`src/rtl/operand_feeder_pkg.sv`:
```
// Shared types and constants for the operand feeder: assembler states,
// idle/command encodings and the buffered triple layout.
package operand_feeder_pkg;

    localparam int OP_W = 8;

    typedef enum logic [1:0] {
        WAIT_CMD = 2'd0,
        WAIT_A   = 2'd1,
        WAIT_B   = 2'd2
    } asm_state_t;

    localparam logic [1:0] SEL_IDLE      = 2'b11;
    localparam logic [7:0] CMD_RSVD_MASK = 8'hFC;

    typedef struct packed {
        logic [1:0]      sel;
        logic [OP_W-1:0] a;
        logic [OP_W-1:0] b;
    } fifo_entry_t;

endpackage

```
`src/rtl/op_fifo.sv`:
```
// Synchronous FIFO with a level counter; read data is valid in any cycle
// where empty is low (show-ahead, no bypass from write to read).
module op_fifo #(
    parameter int DEPTH = 4,
    parameter int W     = 18
) (
    input  logic                     clk,
    input  logic                     rst,
    input  logic                     push,
    input  logic                     pop,
    input  logic [W-1:0]             wdata,
    output logic [W-1:0]             rdata,
    output logic                     full,
    output logic                     empty,
    output logic [$clog2(DEPTH):0]   level
);
    localparam int AW = $clog2(DEPTH);

    logic [W-1:0]  mem [DEPTH];
    logic [AW-1:0] wr_ptr;
    logic [AW-1:0] rd_ptr;

    assign rdata = mem[rd_ptr];
    assign full  = (level == (AW+1)'(DEPTH));
    assign empty = (level == '0);

    always_ff @(posedge clk) begin
        if (push) mem[wr_ptr] <= wdata;
    end

    // Pointers wrap naturally because DEPTH is a power of two.
    always_ff @(posedge clk) begin
        if (rst) begin
            wr_ptr <= '0;
            rd_ptr <= '0;
            level  <= '0;
        end else begin
            if (push) wr_ptr <= wr_ptr + AW'(1);
            if (pop)  rd_ptr <= rd_ptr + AW'(1);
            case ({push, pop})
                2'b10:   level <= level + (AW+1)'(1);
                2'b01:   level <= level - (AW+1)'(1);
                default: level <= level;
            endcase
        end
    end

endmodule

```
`src/rtl/operand_feeder.sv`:
```
// Assembles cmd/A/B byte triples from a valid/ready stream, queues them, and
// drives registered sel/in1/in2 to the datapath, idling when nothing issues.
module operand_feeder
    import operand_feeder_pkg::*;
#(
    parameter int DEPTH  = 4,
    parameter int DATA_W = OP_W
) (
    input  logic                   clk,
    input  logic                   rst,
    input  logic                   s_valid,
    output logic                   s_ready,
    input  logic [DATA_W-1:0]      s_data,
    input  logic                   stall,
    output logic [1:0]             sel,
    output logic [DATA_W-1:0]      in1,
    output logic [DATA_W-1:0]      in2,
    output logic                   issue_valid,
    output logic [$clog2(DEPTH):0] fifo_level,
    output logic [7:0]             err_cnt
);
    asm_state_t       state, state_nx;
    logic [1:0]       cmd_sel;
    logic [DATA_W-1:0] opa;
    logic             accept, cmd_ok, push, pop, full, empty, err_inc;
    fifo_entry_t      wentry, rentry;

    // Ready depends only on state and the registered level, never on s_valid.
    assign s_ready = (state != WAIT_B) || !full;
    assign accept  = s_valid && s_ready;
    assign cmd_ok  = (s_data & CMD_RSVD_MASK) == '0;
    assign push    = accept && (state == WAIT_B);
    assign pop     = !empty && !stall;
    assign err_inc = accept && (state == WAIT_CMD) && !cmd_ok;
    assign wentry  = '{sel: cmd_sel, a: opa, b: s_data};

    op_fifo #(
        .DEPTH (DEPTH),
        .W     ($bits(fifo_entry_t))
    ) u_fifo (
        .clk   (clk),
        .rst   (rst),
        .push  (push),
        .pop   (pop),
        .wdata (wentry),
        .rdata (rentry),
        .full  (full),
        .empty (empty),
        .level (fifo_level)
    );

    always_comb begin
        state_nx = state;
        case (state)
            WAIT_CMD: if (accept && cmd_ok) state_nx = WAIT_A;
            WAIT_A:   if (accept)           state_nx = WAIT_B;
            WAIT_B:   if (accept)           state_nx = WAIT_CMD;
            default:                        state_nx = WAIT_CMD;
        endcase
    end

    always_ff @(posedge clk) begin
        if (rst) state <= WAIT_CMD;
        else     state <= state_nx;
    end

    always_ff @(posedge clk) begin
        if (rst) begin
            cmd_sel <= '0;
            opa     <= '0;
        end else if (accept) begin
            if (state == WAIT_CMD) cmd_sel <= s_data[1:0];
            if (state == WAIT_A)   opa     <= s_data;
        end
    end

    always_ff @(posedge clk) begin
        if (rst)                             err_cnt <= '0;
        else if (err_inc && err_cnt != 8'hFF) err_cnt <= err_cnt + 8'd1;
    end

    // The datapath samples every cycle, so non-issue cycles must drive idle.
    always_ff @(posedge clk) begin
        if (rst || !pop) begin
            sel         <= SEL_IDLE;
            in1         <= '0;
            in2         <= '0;
            issue_valid <= 1'b0;
        end else begin
            sel         <= rentry.sel;
            in1         <= rentry.a;
            in2         <= rentry.b;
            issue_valid <= 1'b1;
        end
    end

endmodule
```
`config.mk`:
```
export PLATFORM = sky130hd
export DESIGN_NAME = operand_feeder
export DESIGN_NICKNAME = d
export VERILOG_FILES = /design/src/rtl/operand_feeder_pkg.sv /design/src/rtl/op_fifo.sv /design/src/rtl/operand_feeder.sv
export SDC_FILE = /design/constraint.sdc
export NUM_CORES = 1
export LEC_CHECK = 0
export BUFFER_PORTS_ARGS = -buffer_cell sky130_fd_sc_hd__clkbuf_2
export CAP_MARGIN = 10
export CELL_PAD_IN_SITES_DETAIL_PLACEMENT = 0
export CELL_PAD_IN_SITES_GLOBAL_PLACEMENT = 2
export CORE_ASPECT_RATIO = 1.25
export CORE_MARGIN = 5
export CORE_UTILIZATION = 46
export CTS_BUF_LIST = sky130_fd_sc_hd__clkbuf_16
export DETAILED_ROUTE_END_ITERATION = 6
export PLACE_DENSITY = 0.87
export SLEW_MARGIN = 25
export SYNTH_ARGS = -nofsm -noshare
export SYNTH_HDL_FRONTEND = slang
export SYNTH_SLANG_ARGS = --single-unit
```
`constraint.sdc`:
```
create_clock -name clk -period 4.69 [get_ports clk]
set_clock_uncertainty 0.2 [all_clocks]
set_input_delay 0.469 -clock clk [delete_from_list [all_inputs] [get_ports clk]]
set_output_delay 0.469 -clock clk [all_outputs]
set_load 0.05 [all_outputs]
```
# Yosys cells after proc, flatten, opt, wreduce, memory -nomap -nowiden
# Memory sizes are Yosys's and may differ from the RTL's. A register that Yosys moved wholly into a read port is not among the register bits.
# Cells that the tools add are included.
[totals]
out_inout_bits = 31
in_bits = 12
wordCells = 53
regBits = 28
mem_bits_rw = 72
mem_count = 1
[memory_table]
columns = ["name", "depth", "width", "rd", "rd_ports_with_merged_regs", "wr", "line", "text"]
rows = [
  ["u_fifo.mem", 4, 18, 1, 1, 1, "op_fifo.sv:19", "logic [W-1:0] mem [DEPTH];"],
]
[classes]
reduce_logical = 21
addsub = 5
muxes = 8
eq_ne = 10
[op_table]
columns = ["op", "n"]
rows = [
  ["adder 8 x 1 -> 8 bit (second input constant)", 1],
  ["zero test 8 bit", 1],
  ["inequality test 8 bit (second input constant)", 1],
  ["logical AND 1 bit", 7],
  ["2-to-1 mux 2 bit", 3],
  ["inequality test 2 bit (second input constant)", 3],
  ["case mux 2 bit (3 select lines)", 1],
  ["case mux 3 bit (2 select lines)", 1],
  ["zero test 1 bit", 5],
  ["adder 2 x 1 -> 2 bit (second input constant)", 2],
  ["equality test 2 x 1 -> 1 bit (second input constant)", 2],
  ["equality test 2 bit (second input constant)", 2],
  ["AND reduction 2 bit", 2],
  ["adder 3 x 1 -> 3 bit (second input constant)", 1],
  ["equality test 3 bit (second input constant)", 1],
  ["zero test 3 bit", 1],
  ["2-to-1 mux 1 bit", 3],
  ["AND reduction 3 bit", 1],
  ["subtractor 3 x 1 -> 3 bit (second input constant)", 1],
  ["zero test 2 bit", 1],
  ["logical OR 1 bit", 2],
  ["inequality test 2 x 1 -> 1 bit (second input constant)", 1],
  ["nonzero test 2 bit", 1],
]

# Logic depth before layout (Yosys ltp)
[logic_depth]
depth_word = 7
ltp_mapped = 10

# Hierarchy
# A second synthesis with hierarchy kept.
[unflattened]
cells_unflattened = 281
area_unflattened_um2 = 4521.8
[by_module_without_submodules]
columns = ["mod", "seq_area_each_um2", "area_each_um2", "cells_per_inst", "instances"]
rows = [
  ["op_fifo", 2342.2, 3072.9, 141, 1],
  ["operand_feeder", 780.7, 1448.9, 140, 1],
]

# Least setup slack after synthesis
# OpenSTA, ideal clock, no wires.
[synth_timing]
kind = "reg2reg"
startpoint = "register u_fifo.level[2]"
endpoint = "register u_fifo.level[2]"
synth_period_minus_slack_ps = 2952
setup_time_ps = 71
n_path_buf = 1
stages_incl_launch_ff = 11
setup_slack_ps = 1738
arrival_ps = 2681
path_cell_list = "dfxtp_1 or4b_1 and3_1 clkbuf_1 inv_2 ha_1 inv_1 fa_1 xor2_1 or3_1 a21oi_1"
[synth_via]
elab_chain_len = 7
word_cells_on_any_way = 14
[synth_lines]
columns = ["element", "line", "text"]
rows = [
  ["start: declaration", "op_fifo.sv:15", "output logic [$clog2(DEPTH):0] level"],
  ["start signal: assignment", "op_fifo.sv:41", "2'b10: level <= level + (AW+1)'(1);"],
  ["start signal: assignment", "op_fifo.sv:42", "2'b01: level <= level - (AW+1)'(1);"],
  ["start signal: assignment", "op_fifo.sv:43", "default: level <= level;"],
  ["equality test 3 bit", "op_fifo.sv:24", "assign full = (level == (AW+1)'(DEPTH));"],
  ["zero test 1 bit", "operand_feeder.sv:29", "assign s_ready = (state != WAIT_B) || !full;"],
  ["logical OR 1 bit", "operand_feeder.sv:29", ""],
  ["logical AND 1 bit", "operand_feeder.sv:30", "assign accept = s_valid && s_ready;"],
  ["logical AND 1 bit", "operand_feeder.sv:32", "assign push = accept && (state == WAIT_B);"],
  ["equality test 2 x 1 -> 1 bit or equality test 2 bit (tied branches)", "op_fifo.sv:40", "case ({push, pop})"],
  ["case mux 3 bit (2 select lines) or nonzero test 2 bit (tied branches)", "--", ""],
]
# Parallel ways exist; a longest one is shown, timed or not.
# A chain may end at the register's enable or synchronous reset.

# Worst setup path in the final report
[layout_timing]
startpoint = "register state[0]"
endpoint = "register u_fifo.level[2]"
[layout_via]
elab_chain_len = 6
word_cells_on_any_way = 9
[layout_lines]
columns = ["element", "line", "text"]
rows = [
  ["start: declaration", "operand_feeder.sv:22", "asm_state_t state, state_nx;"],
  ["start signal: assignment", "operand_feeder.sv:64", "else state <= state_nx;"],
  ["inequality test 2 bit", "operand_feeder.sv:29", ""],
  ["logical OR 1 bit", "operand_feeder.sv:29", ""],
  ["logical AND 1 bit", "operand_feeder.sv:30", ""],
  ["logical AND 1 bit *", "operand_feeder.sv:32", ""],
  ["equality test 2 x 1 -> 1 bit or equality test 2 bit (tied branches)", "op_fifo.sv:40", ""],
  ["case mux 3 bit (2 select lines) or nonzero test 2 bit (tied branches)", "--", ""],
]
# Every way passes the cells marked *; elsewhere a longest branch is shown, timed or not.

==> flow_summary.yaml <==
outcome:
  run_status: "completed"
clock_network:
  clk_pin_slew_worst_paths_ps: 50
  cts_root_buf: "sky130_fd_sc_hd__clkbuf_16"
  clock_tree.buffer_depth: 2
  postCtsResizedCells: 0
  cts-htree-levels: 4
  cts-buffers-inserted: 17
  post_cts_buffers: 0
  numClockSinks: 118
  cts_tree: "done"
  holdBufCountCts: 0
  source_to_sink_clock_delay_at_the_later_pin_of_the_worst_skew_pair_ps: 410
yosys:
  async_flop_share_pct: 0
  synth-main-ff-cell: "sky130_fd_sc_hd__edfxtp_1"
  netlist_instances: 276
  synth-seq-area-share_pct: 69.9
  ys.warnings.count: 0
  syn-cell-area_um2: 4410
  synth_cell_type_count: 40
  number_of_flops_mapped_to_enable_cells_by_yosys: 72
  synth_seq_cells: 118
  synth_fp_nets: 295
  syn-mean-instance-area_um2: 16.0
timing:
  final_hold_viol_count: 0
  finalWorstPathRequiredPeriod_ps: 2760
  tightestPinTransition_ps: 975
  number_of_pins_with_negative_max_slew_slack_in_the_final_report: 0
  fmaxAchievable_mhz: 362
  final_min_period_over_clock_period_pct: 58.9
  final-setup-viol-count: 0
  post-route-worst-setup-slack_ps: 1930
  rsz_0062_raised_after_global_routing: "false"
  setup_tns_ps: 0
  max_slew_headroom_pct: 34.9
cells_and_area:
  final_common_cell: "sky130_fd_sc_hd__edfxtp_1"
  nets: 347
  final_cell_area_um2: 5270
  antenna-diode-count: 0
  area_growth_syn_to_layout_pct: 19.4
  highest_count_cells_in_the_layout_ignoring_fill_and_taps: "sky130_fd_sc_hd__edfxtp_1 (72), sky130_fd_sc_hd__dfxtp_1 (46), sky130_fd_sc_hd__clkbuf_2 (42)"
  finalCoreUtilization_pct: 55.4
  drive_gt1_share_pct: 26.4
critical_path:
  critPathCaptureType: "flop"
  startpoint_type: "flop"
  critPathBufInv: 2
  critPathArrivalTime_ps: 2880
  worst_endpoint_required_time_ps: 4810
  worstPathCellList: "or4b_1 -> and3_1 -> inv_2 -> ha_1 -> inv_1 -> fa_1 -> xor2_1 -> or3_1 -> a21oi_1"
  worst-r2r-cell-count: 9
  timing.critical_path.max_delay_family: "simple AND/OR/NAND/NOR gates"
  worst_path_max_delay_cell: "sky130_fd_sc_hd__or4b_1"
  critical-path-max-stage-delay_ps: 570
  path_class: "reg2reg"
  rr_endpoint: "u_fifo.level[2]"
  worst_r2r_startpoint: "state[0]"
  crit_path_max_fanout: 7
  setup.reg_to_reg.worst_slack_ps: 1930
global_route:
  gr-total-overflow: 0
  via_count_of_the_first_global_routing_pass: 2447
  grt_antenna_before_repair: 0
  grt_pass1_wl_mm: 12.6
  grt_max_degree: 34
  grt.total_usage_pct: 14.4
floorplanning:
  ioPinCount: 43
  core_area_um2: 9510
  dieWidth_um: 97.6
  num_rows: 40
  floorplan.die.height_um: 119
  initial_core_util_pct: 46.4
  design.die.area_um2: 11700
placement:
  routabilityCongestion: 0.744
  place_worst_setup_slack_ps: 1930
  place.port_buffers: 42
  hpwlAfterDp_mm: 4.60
  dpl_cell_area_um2: 4740
pwr:
  netSwitchingFraction_pct: 19.5
  power.static_leakage_nw: 1.89
  p_seq_share_pct: 49.0
  pwr_density_cell_nw_per_um2: 428
  combinationalPowerShare_pct: 1.8
  finalPower_mw: 2.25
  net-switching-power_mw: 0.439
  power.internal_mw: 1.81
  peakVddDrop_v: 0.000312
  p_clk_share_pct: 49.2
routing:
  drtIter0Drc: 106
  detail_route.wirelength_mm: 7.54
  num_vias: 2332
  drt_wl_cell_um: 16.1
  final_antenna_net_count: 0
  drc: 0
  routed_via_density: 4.99
  detailedRoute.firstPassIterationCount: 4
worst_hold_path:
  holdCritStartpoint: "s_data[0]"
  hold_path_depth: 1
  min_delay_worst_endpoint: "u_fifo.mem[3][0]"
  hold_class: "in2reg"
flow_run:
  number_of_maximum_capacitance_constraint_violations: 0
==> area by class of cell <==
type                    count  area [µm²]
clock buffers              17         425
clock inverters            15        87.6
fillers                   802        4240
inverters                   8        30.0
multi-input cells         139        1250
flip-flops and latches    118        3080
well taps                 126         158
repair buffers             44         229
==> registers in the layout, indices dropped and copies added (netlist names) <==
name and cells:
opa 8, cmd_sel 2, u_fifo.wr_ptr 2, u_fifo.rd_ptr 2, state 2, in2 8, u_fifo.mem 72, issue_valid 1
in1 8, sel 2, u_fifo.level 3, err_cnt 8
==> power groups by stage <==
stage,clock network (mW),logic (mW),registers (mW)
after floorplan,0,0.0161,1.13
after global placement,0,0.0392,1.12
after detailed placement,0,0.0400,1.12
after CTS,1.13,0.0402,1.10
after global routing,1.19,0.0437,1.10
final,1.11,0.0395,1.10
==> per-stage QoR <==
step	hold WS (ps)	cells
floorplan	259	276
global placement	279	434
detailed placement	294	434
CTS	119	466
global route	124	467
finish	126	467
==> cells in the mapped netlist, types with 2 or more instances <==
| cell | n | area share [%] |
|---|---|---|
| sky130_fd_sc_hd__or2_1 | 3 | 0.43 |
| sky130_fd_sc_hd__ha_1 | 6 | 1.7 |
| sky130_fd_sc_hd__mux2i_1 | 11 | 2.5 |
| sky130_fd_sc_hd__clkbuf_1 | 8 | 0.68 |
| sky130_fd_sc_hd__nor2b_1 | 22 | 3.1 |
| sky130_fd_sc_hd__nand2b_1 | 2 | 0.28 |
| sky130_fd_sc_hd__nand2_1 | 4 | 0.34 |
| sky130_fd_sc_hd__buf_2 | 3 | 0.34 |
| sky130_fd_sc_hd__nor2_1 | 22 | 1.9 |
| sky130_fd_sc_hd__mux2_1 | 3 | 0.77 |
| sky130_fd_sc_hd__or3_1 | 3 | 0.43 |
| sky130_fd_sc_hd__a21oi_1 | 7 | 0.79 |
| sky130_fd_sc_hd__and2_1 | 4 | 0.57 |
| sky130_fd_sc_hd__dfxtp_1 | 46 | 21 |
| sky130_fd_sc_hd__nand3_1 | 5 | 0.57 |
| sky130_fd_sc_hd__inv_1 | 7 | 0.60 |
| sky130_fd_sc_hd__nor4_1 | 2 | 0.28 |
| sky130_fd_sc_hd__or4_1 | 2 | 0.34 |
| sky130_fd_sc_hd__xor2_1 | 2 | 0.40 |
| sky130_fd_sc_hd__edfxtp_1 | 72 | 49 |
| sky130_fd_sc_hd__mux4_2 | 18 | 9.2 |
| sky130_fd_sc_hd__nor3_1 | 4 | 0.45 |
| sky130_fd_sc_hd__xnor2_1 | 3 | 0.60 |
==> kinds of logic after synthesis <==
logic type      count (synthesis)  share of synthesized area [%]
compound gates                 14                           2.30
xor+xnor                        5                          0.993
fa+ha+maj                       7                           2.16
buf+inv                        19                           1.70
flops                         118                           69.9
mux                            33                           12.8
simple gates                   80                           10.2
==> worst register-to-register path: cells and delay by family, from the launching register on <==
family / cells / cell delay (ps)
XOR/XNOR: 1 / 160
buffers and inverters: 2 / 140
AND/OR/NAND/NOR: 3 / 1140
adder cells (fa/ha/maj): 2 / 550
AO/OA/AOI/OAI: 1 / 130
flip-flops: 1 / 360
==> layer usage <==
metal / GRT usage, % / up-vias / share of wire (%)
li1: - / 1133 / -
met2: 23.2 / 51 / 52
met1: 17.1 / 1138 / 42
met4: 6.23 / 0 / 1.2
met3: 5.81 / 10 / 4.7
met5: 0 / - / 0
==> worst max-delay path by stage <==
| stage | startpoint | to | slack [ps] | cells past startpoint |
|---|---|---|---|---|
| detailed placement | state[0] | u_fifo.level[2] | 1930 | 9 |
| global route | state[0] | u_fifo.level[2] | 1800 | 9 |
| finish | state[0] | u_fifo.level[2] | 1930 | 9 |
| floorplan | u_fifo.level[2] | u_fifo.level[2] | 1740 | 10 |
| global placement | state[0] | u_fifo.level[2] | 1980 | 9 |
| CTS | state[0] | u_fifo.level[2] | 1920 | 9 |
Note: power is estimated with default switching activity, not from simulation.
